[src/rtl/register_sequencer.sv]
// Register sequencer: turns one accepted request into a burst of enable pulses for a 16-bit register and keeps a shadow copy of that register.
// Latency: first pulse in the cycle after acceptance, Done one cycle after the last pulse. All outputs are registered.
// Backpressure: ReqReady is high only while idle, and a request offered at any other time is ignored.
module register_sequencer #(
    parameter int COUNT_W = 8
) (
    input  logic               Clock,
    input  logic               Reset,
    input  logic               ReqValid,
    output logic               ReqReady,
    input  logic [1:0]         ReqOp,
    input  logic [COUNT_W-1:0] ReqCount,
    input  logic [15:0]        ReqData,
    output logic               RegE,
    output logic [1:0]         RegFunSel,
    output logic [15:0]        RegI,
    output logic [15:0]        Shadow,
    output logic               Busy,
    output logic               Done,
    output logic               Zero
);

    typedef enum logic [1:0] {
        ST_INIT  = 2'd0,
        ST_IDLE  = 2'd1,
        ST_ISSUE = 2'd2,
        ST_DONE  = 2'd3
    } state_t;

    state_t             state, state_d;
    logic [1:0]         op_q;
    logic [15:0]        data_q;
    logic [COUNT_W-1:0] rem_q, rem_d;
    logic               accept;
    logic [1:0]         op_sel;
    logic [15:0]        data_sel;
    logic               e_d;
    logic [1:0]         fun_d;
    logic [15:0]        i_d;
    logic [15:0]        shadow_d;

    assign accept   = ReqValid && ReqReady;
    assign op_sel   = accept ? ReqOp : op_q;
    assign data_sel = accept ? ReqData : data_q;
    assign Zero     = (Shadow == 16'h0000);

    always_ff @(posedge Clock) begin
        if (Reset) begin
            state <= ST_INIT;
        end else begin
            state <= state_d;
        end
    end

    // INIT is entered with RegE low (reset value), so seeing RegE low in INIT means the clear pulse is still owed.
    always_comb begin
        state_d = state;
        rem_d   = rem_q;
        case (state)
            ST_INIT: begin
                state_d = RegE ? ST_IDLE : ST_INIT;
            end
            ST_IDLE: begin
                if (accept) begin
                    if (ReqOp[1]) begin
                        state_d = ST_ISSUE;
                        rem_d   = '0;
                    end else if (ReqCount == '0) begin
                        state_d = ST_DONE;
                    end else begin
                        state_d = ST_ISSUE;
                        rem_d   = ReqCount - COUNT_W'(1);
                    end
                end
            end
            ST_ISSUE: begin
                if (rem_q == '0) begin
                    state_d = ST_DONE;
                end else begin
                    rem_d = rem_q - COUNT_W'(1);
                end
            end
            default: begin
                state_d = ST_IDLE;
            end
        endcase
    end

    always_comb begin
        e_d   = (state_d == ST_INIT) || (state_d == ST_ISSUE);
        fun_d = 2'b00;
        i_d   = 16'h0000;
        if (state_d == ST_INIT) begin
            fun_d = 2'b11;
        end else if (state_d == ST_ISSUE) begin
            fun_d = op_sel;
            if (op_sel == 2'b10) begin
                i_d = data_sel;
            end
        end
    end

    always_comb begin
        shadow_d = Shadow;
        if (RegE) begin
            case (RegFunSel)
                2'b00:   shadow_d = Shadow - 16'd1;
                2'b01:   shadow_d = Shadow + 16'd1;
                2'b10:   shadow_d = RegI;
                default: shadow_d = 16'h0000;
            endcase
        end
    end

    always_ff @(posedge Clock) begin
        if (Reset) begin
            rem_q     <= '0;
            op_q      <= 2'b00;
            data_q    <= 16'h0000;
            RegE      <= 1'b0;
            RegFunSel <= 2'b00;
            RegI      <= 16'h0000;
            Shadow    <= 16'h0000;
            Busy      <= 1'b1;
            Done      <= 1'b0;
            ReqReady  <= 1'b0;
        end else begin
            rem_q <= rem_d;
            if (accept) begin
                op_q   <= ReqOp;
                data_q <= ReqData;
            end
            RegE      <= e_d;
            RegFunSel <= fun_d;
            RegI      <= i_d;
            Shadow    <= shadow_d;
            Busy      <= (state_d != ST_IDLE);
            Done      <= (state_d == ST_DONE);
            ReqReady  <= (state_d == ST_IDLE);
        end
    end

endmodule

[config.mk]
export PLATFORM = sky130hd
export DESIGN_NAME = register_sequencer
export DESIGN_NICKNAME = d
export VERILOG_FILES = /design/src/rtl/register_sequencer.sv
export SDC_FILE = /design/constraint.sdc
export NUM_CORES = 1
export LEC_CHECK = 0
export CAP_MARGIN = 20
export CORE_MARGIN = 1
export CORE_UTILIZATION = 50
export DETAILED_ROUTE_END_ITERATION = 7
export GPL_TIMING_DRIVEN = 0
export PLACE_DENSITY = 0.77
export SETUP_SLACK_MARGIN = 0.3
export SKIP_CTS_REPAIR_TIMING = 1
export SLEW_MARGIN = 20
export SYNTH_ARGS = -nofsm -noshare
export SYNTH_HDL_FRONTEND = slang
export SYNTH_SLANG_ARGS = --single-unit
[constraint.sdc]
create_clock -name Clock -period 3.7 [get_ports Clock]
set_input_delay 0.925 -clock Clock [delete_from_list [all_inputs] [get_ports Clock]]
set_output_delay 0.925 -clock Clock [all_outputs]
set_load 0.01 [all_outputs]
# [Word-level counts from Yosys, hierarchy flattened]
# Index checks and enable logic that the tools add are counted.
[word_totals] reg_bits=66 latch_bits=0 mem_bits_rw=0 romBits=0 inputBits=29 output_inout_bits=39 word_cells=56 memories=0
[classes] addsub=4 multipliers=0 div=0 magnitude_cmp=0 eq_ne=12 shifts=0 mux=16 n_bitwise=2 n_reduce_logical=11
[ops] op="$pmux W16 S3" n=1
[ops] op="$mux W8" n=4
[ops] op="$add A16 B1 Y16 const B" n=1
[ops] op="$logic_not A16 Y1" n=1
[ops] op="$logic_not A8 Y1" n=2
[ops] op="$mux W16" n=1
[ops] op="$pmux W8 S2" n=1
[ops] op="$sub A16 B1 Y16 const B" n=1
[ops] op="$sub A8 B1 Y8 const B" n=2
[ops] op="$eq A2 B2 Y1 const B" n=5
[ops] op="$mux W2" n=5
[ops] op="$eq A2 B1 Y1 const B" n=3
[ops] op="$logic_not A2 Y1" n=3
[ops] op="$pmux W2 S3" n=1
[ops] op="$ne A2 B2 Y1 const B" n=2
[ops] op="$reduce_and A4 Y1" n=1
[ops] op="$reduce_or A4 Y1" n=1
[ops] op="$mux W1" n=3
[ops] op="$ne A3 B3 Y1 const B" n=1
[ops] op="$ne A2 B1 Y1 const B" n=1
[ops] op="$not A1 Y1" n=2
[ops] op="$reduce_bool A2 Y1" n=1
[ops] op="$logic_and A1 B1 Y1" n=1
[ops] op="$logic_or A1 B1 Y1" n=1

# [Depth between registers and ports, before layout]
# Gate-level depths: netlist of the first run.
[depth] depth_word=8 depth_mapped=11 depth_no_buf=9

# [Least setup slack after synthesis of the first run]
# No wires, ideal clock.
[synth_path] path_kind="register -> register" from="register RegFunSel[1]" to="register Shadow[11]" setup_ps=132 t_arrival_ps=2791 required_time_ps=3568 setup_slack_ps=777 stages_incl_launch_ff=11 n_path_buf=1 period_less_slack_ps=2923 path_cell_list="dfxtp_1 inv_1 clkbuf_1 nand2_1 ha_1 a211oi_1 o21ai_0 a21oi_1 mux2_2 a21oi_1 nor3_1"
[synth_between] elab_chain_cells=2 word_cells_on_any_way=4
[synth_lines] item="start: declaration" line="15" source="output logic [1:0] RegFunSel,"
[synth_lines] item="start signal: assignment" line="134" source="RegFunSel <= fun_d;"
[synth_lines] item="$eq A2 B2 Y1, or another cell as far along" line="106" source="case (RegFunSel)"
[synth_lines] item="$pmux W16 S3 (*)" line="106"
[synth_lines] item="end signal: assignment" line="136" source="Shadow <= shadow_d;"
[synth_lines] item="end: declaration" line="17" source="output logic [15:0] Shadow,"
# Mark *: on every way between the ends. The rest lies on a longest branch, timed or not.
# A chain may end at the register's enable or synchronous reset.

# [Worst setup path after layout of the first run]
[layout_path] from="register RegFunSel[1]" to="register Shadow[12]"
# Same word-level chain as after synthesis.

==> results of run 1 <==
==> layout make-up <==
class                           instances  area [µm²]  area share, %
Clock inverter                          7        82.6           1.85
Timing Repair Buffer                   67         671           15.0
Buffer                                 17        98.8           2.21
Sequential cell                        66        1320           29.5
Clock buffer                            9         124           2.77
Inverter                               11        41.3          0.923
Multi-Input combinational cell        308        2040           45.5
Tap cell                               80         100           2.24
==> synth_stat cells, drive strengths merged (3+ instances only) <==
library cell / number / area [µm²]
dfxtp: 66 / 1320
nor2: 66 / 248
o21ai: 27 / 135
a21oi: 25 / 125
ha: 21 / 263
mux2i: 18 / 180
nand2: 18 / 67.6
xnor2: 16 / 140
nor3: 12 / 60.1
clkbuf: 11 / 41.3
inv: 11 / 41.3
a211oi: 10 / 75.1
o22ai: 9 / 56.3
nor4: 8 / 65.1
a22oi: 7 / 52.6
nand3: 6 / 42.5
a21o: 5 / 37.5
buf: 5 / 46.3
and3: 4 / 25.0
nor2b: 4 / 25.0
o211ai: 4 / 30.0
o21bai: 4 / 30.0
xor2: 4 / 35.0
a221oi: 3 / 26.3
nor3b: 3 / 22.5
o31ai: 3 / 22.5
o32ai: 3 / 26.3
or2b: 3 / 23.8
or3: 3 / 20.0
==> where the power goes <==
| part | switching [mW] | total, mW | internal, mW |
|---|---|---|---|
| Sequential | 0.0970 | 0.878 | 0.781 |
| Clock | 0.319 | 0.642 | 0.323 |
| Combinational | 0.642 | 1.19 | 0.553 |
==> routing by layer <==
layer	up-vias	wire length, µm
met2	117	4170
met1	1579	4230
met3	11	492
li1	1626	-
met4	0	94
met5	-	0
==> critical path: cells and delay by family, from the launching register on <==
kind | cells | cell delay (ns)
AND/OR/NAND/NOR | 1 | 0.24
adder cells (fa/ha/maj) | 1 | 0.51
AO/OA/AOI/OAI | 5 | 1.29
flip-flops | 1 | 0.39
buffers and inverters | 2 | 0.39
XOR/XNOR | 1 | 0.18
==> layout by cell type, fill, tap and decap left out, drive strengths merged, types with 4 or more instances in the layout <==
cell,instances
o211ai,4
o21ai,27
buf,5
o22ai,9
inv,15
nor2,66
a21o,5
a211oi,10
dfxtp,66
xor2,4
nor3,12
nand2,18
nor4,8
and3,4
xnor2,16
nor2b,4
nand3,6
clkbuf,20
o21bai,4
mux2i,18
a21oi,25
a22oi,7
clkdlybuf4s50,67
ha,21
==> final timing paths <==
kind                              startpoint          to  slack (ns)
worst max-delay path            RegFunSel[1]  Shadow[12]        0.61
worst min register to register      rem_q[7]    rem_q[7]        0.48
worst min-delay path                rem_q[7]    rem_q[7]        0.48
worst max register to register  RegFunSel[1]  Shadow[12]        0.61
==> through the flow <==
step | hold slack (ns) | TNS, ns | instances
finish | 0.477 | 0 | 565
global route | 0.507 | 0 | 565
CTS | 0.478 | -0.0116 | 565
detailed placement | 0.467 | 0 | 549
global placement | 0.460 | 0 | 549
floorplan | 0.440 | 0 | 402
==> flip-flops by register name, summed over array words and instances (netlist names) <==
signal and count:
RegE 1, ReqReady 1, Busy 1, Shadow 16, op_q 2, data_q 16, RegI 16, Done 1
state 2, rem_q 8, RegFunSel 2
==> cell families (layout without fill, tap and decap cells) <==
logic type,Yosys count,after routing,synth area share [%]
flops,66,66,37.9
buf+inv,28,111,3.98
xor+xnor,20,20,5.02
fa+ha+maj,22,22,8.11
mux,19,19,5.49
compound gates,110,110,20.2
simple gates,137,137,19.4
==> run metrics, run 1 <==
Max Buffers Root-to-Sink=2; global routing's busiest layer=met2; # H-tree levels=3; grt met3 use=6.35%; Cell Area, Synth=~0.0035 mm²; share of layout cells above drive strength 1=between 5 and 6%; total die area=about 0.0073 mm²; initial antenna violation count=0; Mapped Nets=approximately 450; number of synthesized flops with an enable pin=0; Final Hold Viols=0; DR pass1 iterations=5; skew final=~0.011 ns; Hold Path Class=reg -> reg; worst-path fanout max=20; Core ar.=roughly 0.0068 mm²; root buffer cell=clkbuf_8; routed wire length=8990 µm; critical path arrival=about 3.4 ns; Worst Path Class, Setup=reg -> reg; DR iter-0 viols=265; register area share after synthesis=a little under two fifths; achievable clock frequency=roughly 0.32 GHz; RSZ-0062 raised after global routing=false; drt wl/cell=15.9 µm; met2 Use GR=approximately two fifths; outcome=completed; Final #Nets=531; all-layer global routing usage=roughly a quarter; Cells after Synth=402; Seq cells post-synth=66; Clock Sinks=66; crit-path cells=inv_1, clkbuf_2, nand2_4, fa_1, a211oi_1, o21ai_0, o31ai_1, o31ai_1, xnor2_1, a211oi_1; grt total ovfl=0; Ports=between 60 and 70; nature of the critical path endpoint=flip-flop; Fillers=about 580; Die Span X=~86 µm; DRT antenna net count=0; number of remaining DRC errors=0; CP peak stage delay=0.51 ns; vias per cell=a little under 6; Relative slew margins=a little over 60%; floorplan die height=roughly 86 µm; P_leak=1.81 nW; worst-case reg-to-reg path depth=10; largest net degree at the start of global routing=21; Layout Utilization=between 60 and 70%; port buffer count=67; Yosys cell types=53; Mapped Avg Cell Area=a little under 9 µm²; Final period util=a little over four fifths; number of global-route vias before repair=approximately 3000; Num CTS Buffers=9; max-cap violation count=0; Synth Flop Type=dfxtp_1; dpl hpwl=around 6600 µm; Final setup viols=0; Clock transition at path regs=around 0.08 ns; Slew Viols, Final=0; CTS tree=built; Crit-path slowest cell=fa_1; GR Layer Usage met1=36.9%; Design Power=roughly 2.7 mW; WP data required=between 3 and 4 ns; Slew @ Worst Pin=slightly below 0.6 ns; initial core utilization=between 50% and 60%; power per cell area=approximately 610 mW/mm²; hold-critical path depth=2; Post-Layout Inst Area=about 0.0045 mm²; Critical Path Start Type=flip-flop; worst setup margin=between 0.6 and 0.7 ns; YS warnings=0; first-pass GRT wire length=approximately 15000 µm; min cycle time layout=3.09 ns; share of synthesized registers carrying an async set or reset=0%; placed cell area=approximately 0.0043 mm²; vias=~3300; FP Rows=30; synthesis-to-layout area growth=28.3%; Max rail drop VDD=about 0.33 mV; Skew-Pair Late Insertion Delay=around 0.35 ns; pre-CTS worst setup slack=around 0.010 ns; antenna diode count=0; routability cong.=about 0.83
Power figures use the tool's default switching activity.
==> run 2: changes to the inputs <==
- CORE_UTILIZATION: 50 -> 47
- PLACE_DENSITY: 0.77 -> 0.75
- clock period: 3.7 -> 2.48 ns (I/O delays scaled with it)
==> run 2 against run 1 <==
First-iteration DRC count shrank 15%. Non-clock buffer count increased by 20. Highest routed layer unchanged. Critical path type unchanged. Sequential cell count did not move.
==> run metrics, run 2 (synthesized netlist as in run 1, its figures left out) <==
outcome=completed; drt wl/cell=17.2 µm (+8.2%); Max Buffers Root-to-Sink=2 (unchanged); Reg power frac=28.4% (-4.0 points); WP data required=2.68 ns (-1.29 ns); Clock Sinks=66 (unchanged); Clock transition at path regs=0.08 ns (about the same); achievable clock frequency=0.422 GHz (+30%); worst-path fanout max=6 (-70%); cell family with most CP delay=compound AO/OA/AOI/OAI gates; Worst Path Class, Setup=reg -> reg; crit path buf inv count=3 (+1); port buffer count=67 (unchanged); Psw=1.89 mW (+78%); initial core utilization=48.4% (-3.3 points); Ports=68 (unchanged); floorplan die height=88.2 µm (+3.1%); Critical Path Start Type=flip-flop; Post-Layout Inst Area=0.00510 mm² (+14%); vias per cell=5.71 (-3.2%); first-pass GRT wire length=14100 µm (-7.8%); synthesis-to-layout area growth=46.1%; min cycle time layout=2.37 ns (-0.718 ns); crit path to=Shadow[15]; vias=3461 (+3.8%); Min Hold Slack=0.482 ns (+0.00526 ns); critical path arrival=2.57 ns (-0.78 ns); Slew @ Worst Pin=0.555 ns (-0.0261 ns); max-cap violation count=0 (unchanged); Max rail drop VDD=0.498 mV (+51%); Final Hold Viols=0 (unchanged); worst r2r src=RegFunSel[1]; clock power share=20.2% (-3.4 points); Slew Viols, Final=0 (unchanged); DR pass1 iterations=5 (unchanged); number of global-route vias before repair=2875 (-6.2%); critical path depth=11 (+1); CTS tree=built; worst-case reg-to-reg path depth=11 (+1); worst r2r dst=Shadow[15]; nature of the critical path endpoint=flip-flop; crit-path cells=inv_4, buf_12, nand2_8, buf_6, ha_4, a21o_1, o21bai_4, a31oi_1, o32ai_2, xor2_1, o22ai_1; Skew-Pair Late Insertion Delay=0.35 ns (about the same); DR iter-0 viols=225 (-15%); largest net degree at the start of global routing=21 (unchanged); FP Rows=31 (+3.3%); Comb pwr share=51.4% (+7.4 points); Relative slew margins=63.0% (+1.7 points); skew final=0.00688 ns (-0.00367 ns); root buffer cell=clkbuf_8; commonest cells after routing, fill and taps aside=nor2_1 (65), dfxtp_1 (63), clkdlybuf4s50_1 (59), o21ai_0 (22), a21oi_1 (19); routed wire length=10400 µm (+16%); routability cong.=0.870 (+4.7%); number of remaining DRC errors=0 (unchanged); grt total ovfl=0 (unchanged); # H-tree levels=3 (unchanged); DRT antenna net count=0 (unchanged); placed cell area=0.00435 mm² (+2.2%); Final period util=95.5% (+12 points); CP startpoint=RegFunSel[1]; Hold Path Class=reg -> reg; internal power=2.90 mW (+75%); initial antenna violation count=0 (unchanged); share of layout cells above drive strength 1=18.1% (+12 points); Crit-path slowest cell=dfxtp_4; Num CTS Buffers=9 (unchanged); P_leak=2.06 nW (+14%); Final setup viols=0 (unchanged); Top Registers=RegI x16, Shadow x16, data_q x16; Final #Nets=553 (+4.1%); all-layer global routing usage=23.7% (-2.8 points); total die area=0.00777 mm² (+6.2%); dpl hpwl=6590 µm (-0.23%); Reg2Reg Setup Slack=0.11 ns (-0.50 ns); Fillers=565 (-1.9%); antenna diode count=0 (unchanged); CP peak stage delay=0.36 ns (-0.15 ns); RSZ-0062 raised after global routing=true; power per cell area=938 mW/mm² (+55%); most common cell after layout, fill and taps aside=nor2_1; Core ar.=0.00721 mm² (+6.8%); Die Span X=88.2 µm (+3.1%); Net Sw Frac=39.5% (+0.49 points)
run 2: cell types whose count changed in the layout (fill, tap and decap cells not counted), moves of 4 or more:
cell,delta
ha_1,-11
buf_4,+16
clkdlybuf4s50_1,-8
o21ai_0,-5
dlymetal6s2s_1,+8
a21oi_2,+4
ha_4,+11
a21oi_1,-6
run 2: worst min-delay path by stage:
stage / start / to / slack, ns / depth (start not counted)
6_report: op_q[0] / op_q[0] / 0.48 / 2
5_1_grt: data_q[2] / data_q[2] / 0.52 / 2
4_1_cts: op_q[0] / op_q[0] / 0.48 / 2
3_5_place_dp: op_q[0] / op_q[0] / 0.47 / 2
3_3_place_gp: op_q[0] / op_q[0] / 0.46 / 2
2_1_floorplan: op_q[0] / op_q[0] / 0.44 / 2
run 2: area by class of cell:
type                            instances  area, µm²  area share [%]
Sequential cell                        66       1330            26.1
Inverter                               11       43.8           0.859
Timing Repair Buffer                   87        867            17.0
Clock inverter                          5       60.1            1.18
Tap cell                               99        124            2.43
Multi-Input combinational cell        310       2400            47.0
Buffer                                 17        124            2.43
Clock buffer                           11        153            2.99
run 2: worst min-delay path: stages, from the launching register on:
cell and delay (ns):
dfxtp_1 0.33, nand2_1 0.06, a21oi_1 0.05
run 2: per-stage QoR:
step	cells	setup slack, ns	utilization [%]	power [mW]	TNS (ns)
floorplan	402	0.289	-	2.59	0
global placement	568	-0.321	60.4	3.11	-7.31
detailed placement	568	-0.323	60.4	3.14	-7.17
CTS	584	-0.0551	63.3	4.11	-0.106
global route	606	-0.00692	70.7	5.01	-0.00692
finish	606	0.111	70.7	4.78	0
run 2: power groups by stage:
stage	Combinational, mW	Sequential, mW	Clock [mW]
floorplan	1.26	1.33	0
global placement	1.78	1.33	0
detailed placement	1.81	1.33	0
CTS	1.83	1.31	0.963
global route	2.62	1.37	1.02
finish	2.46	1.36	0.964
run 2: layer usage:
layer	up-vias	part of all wire, %	track usage, %
met4	0	1.8	9.09
met1	1628	45	33.5
li1	1669	-	-
met3	21	6.5	5.09
met2	143	47	35.4
met5	-	0	0
==> run 3: changes to the inputs <==
- CAP_MARGIN: 20 -> default
==> results of run 3 <==
The final DEF is identical to that of run 2; final timing and power are the same.
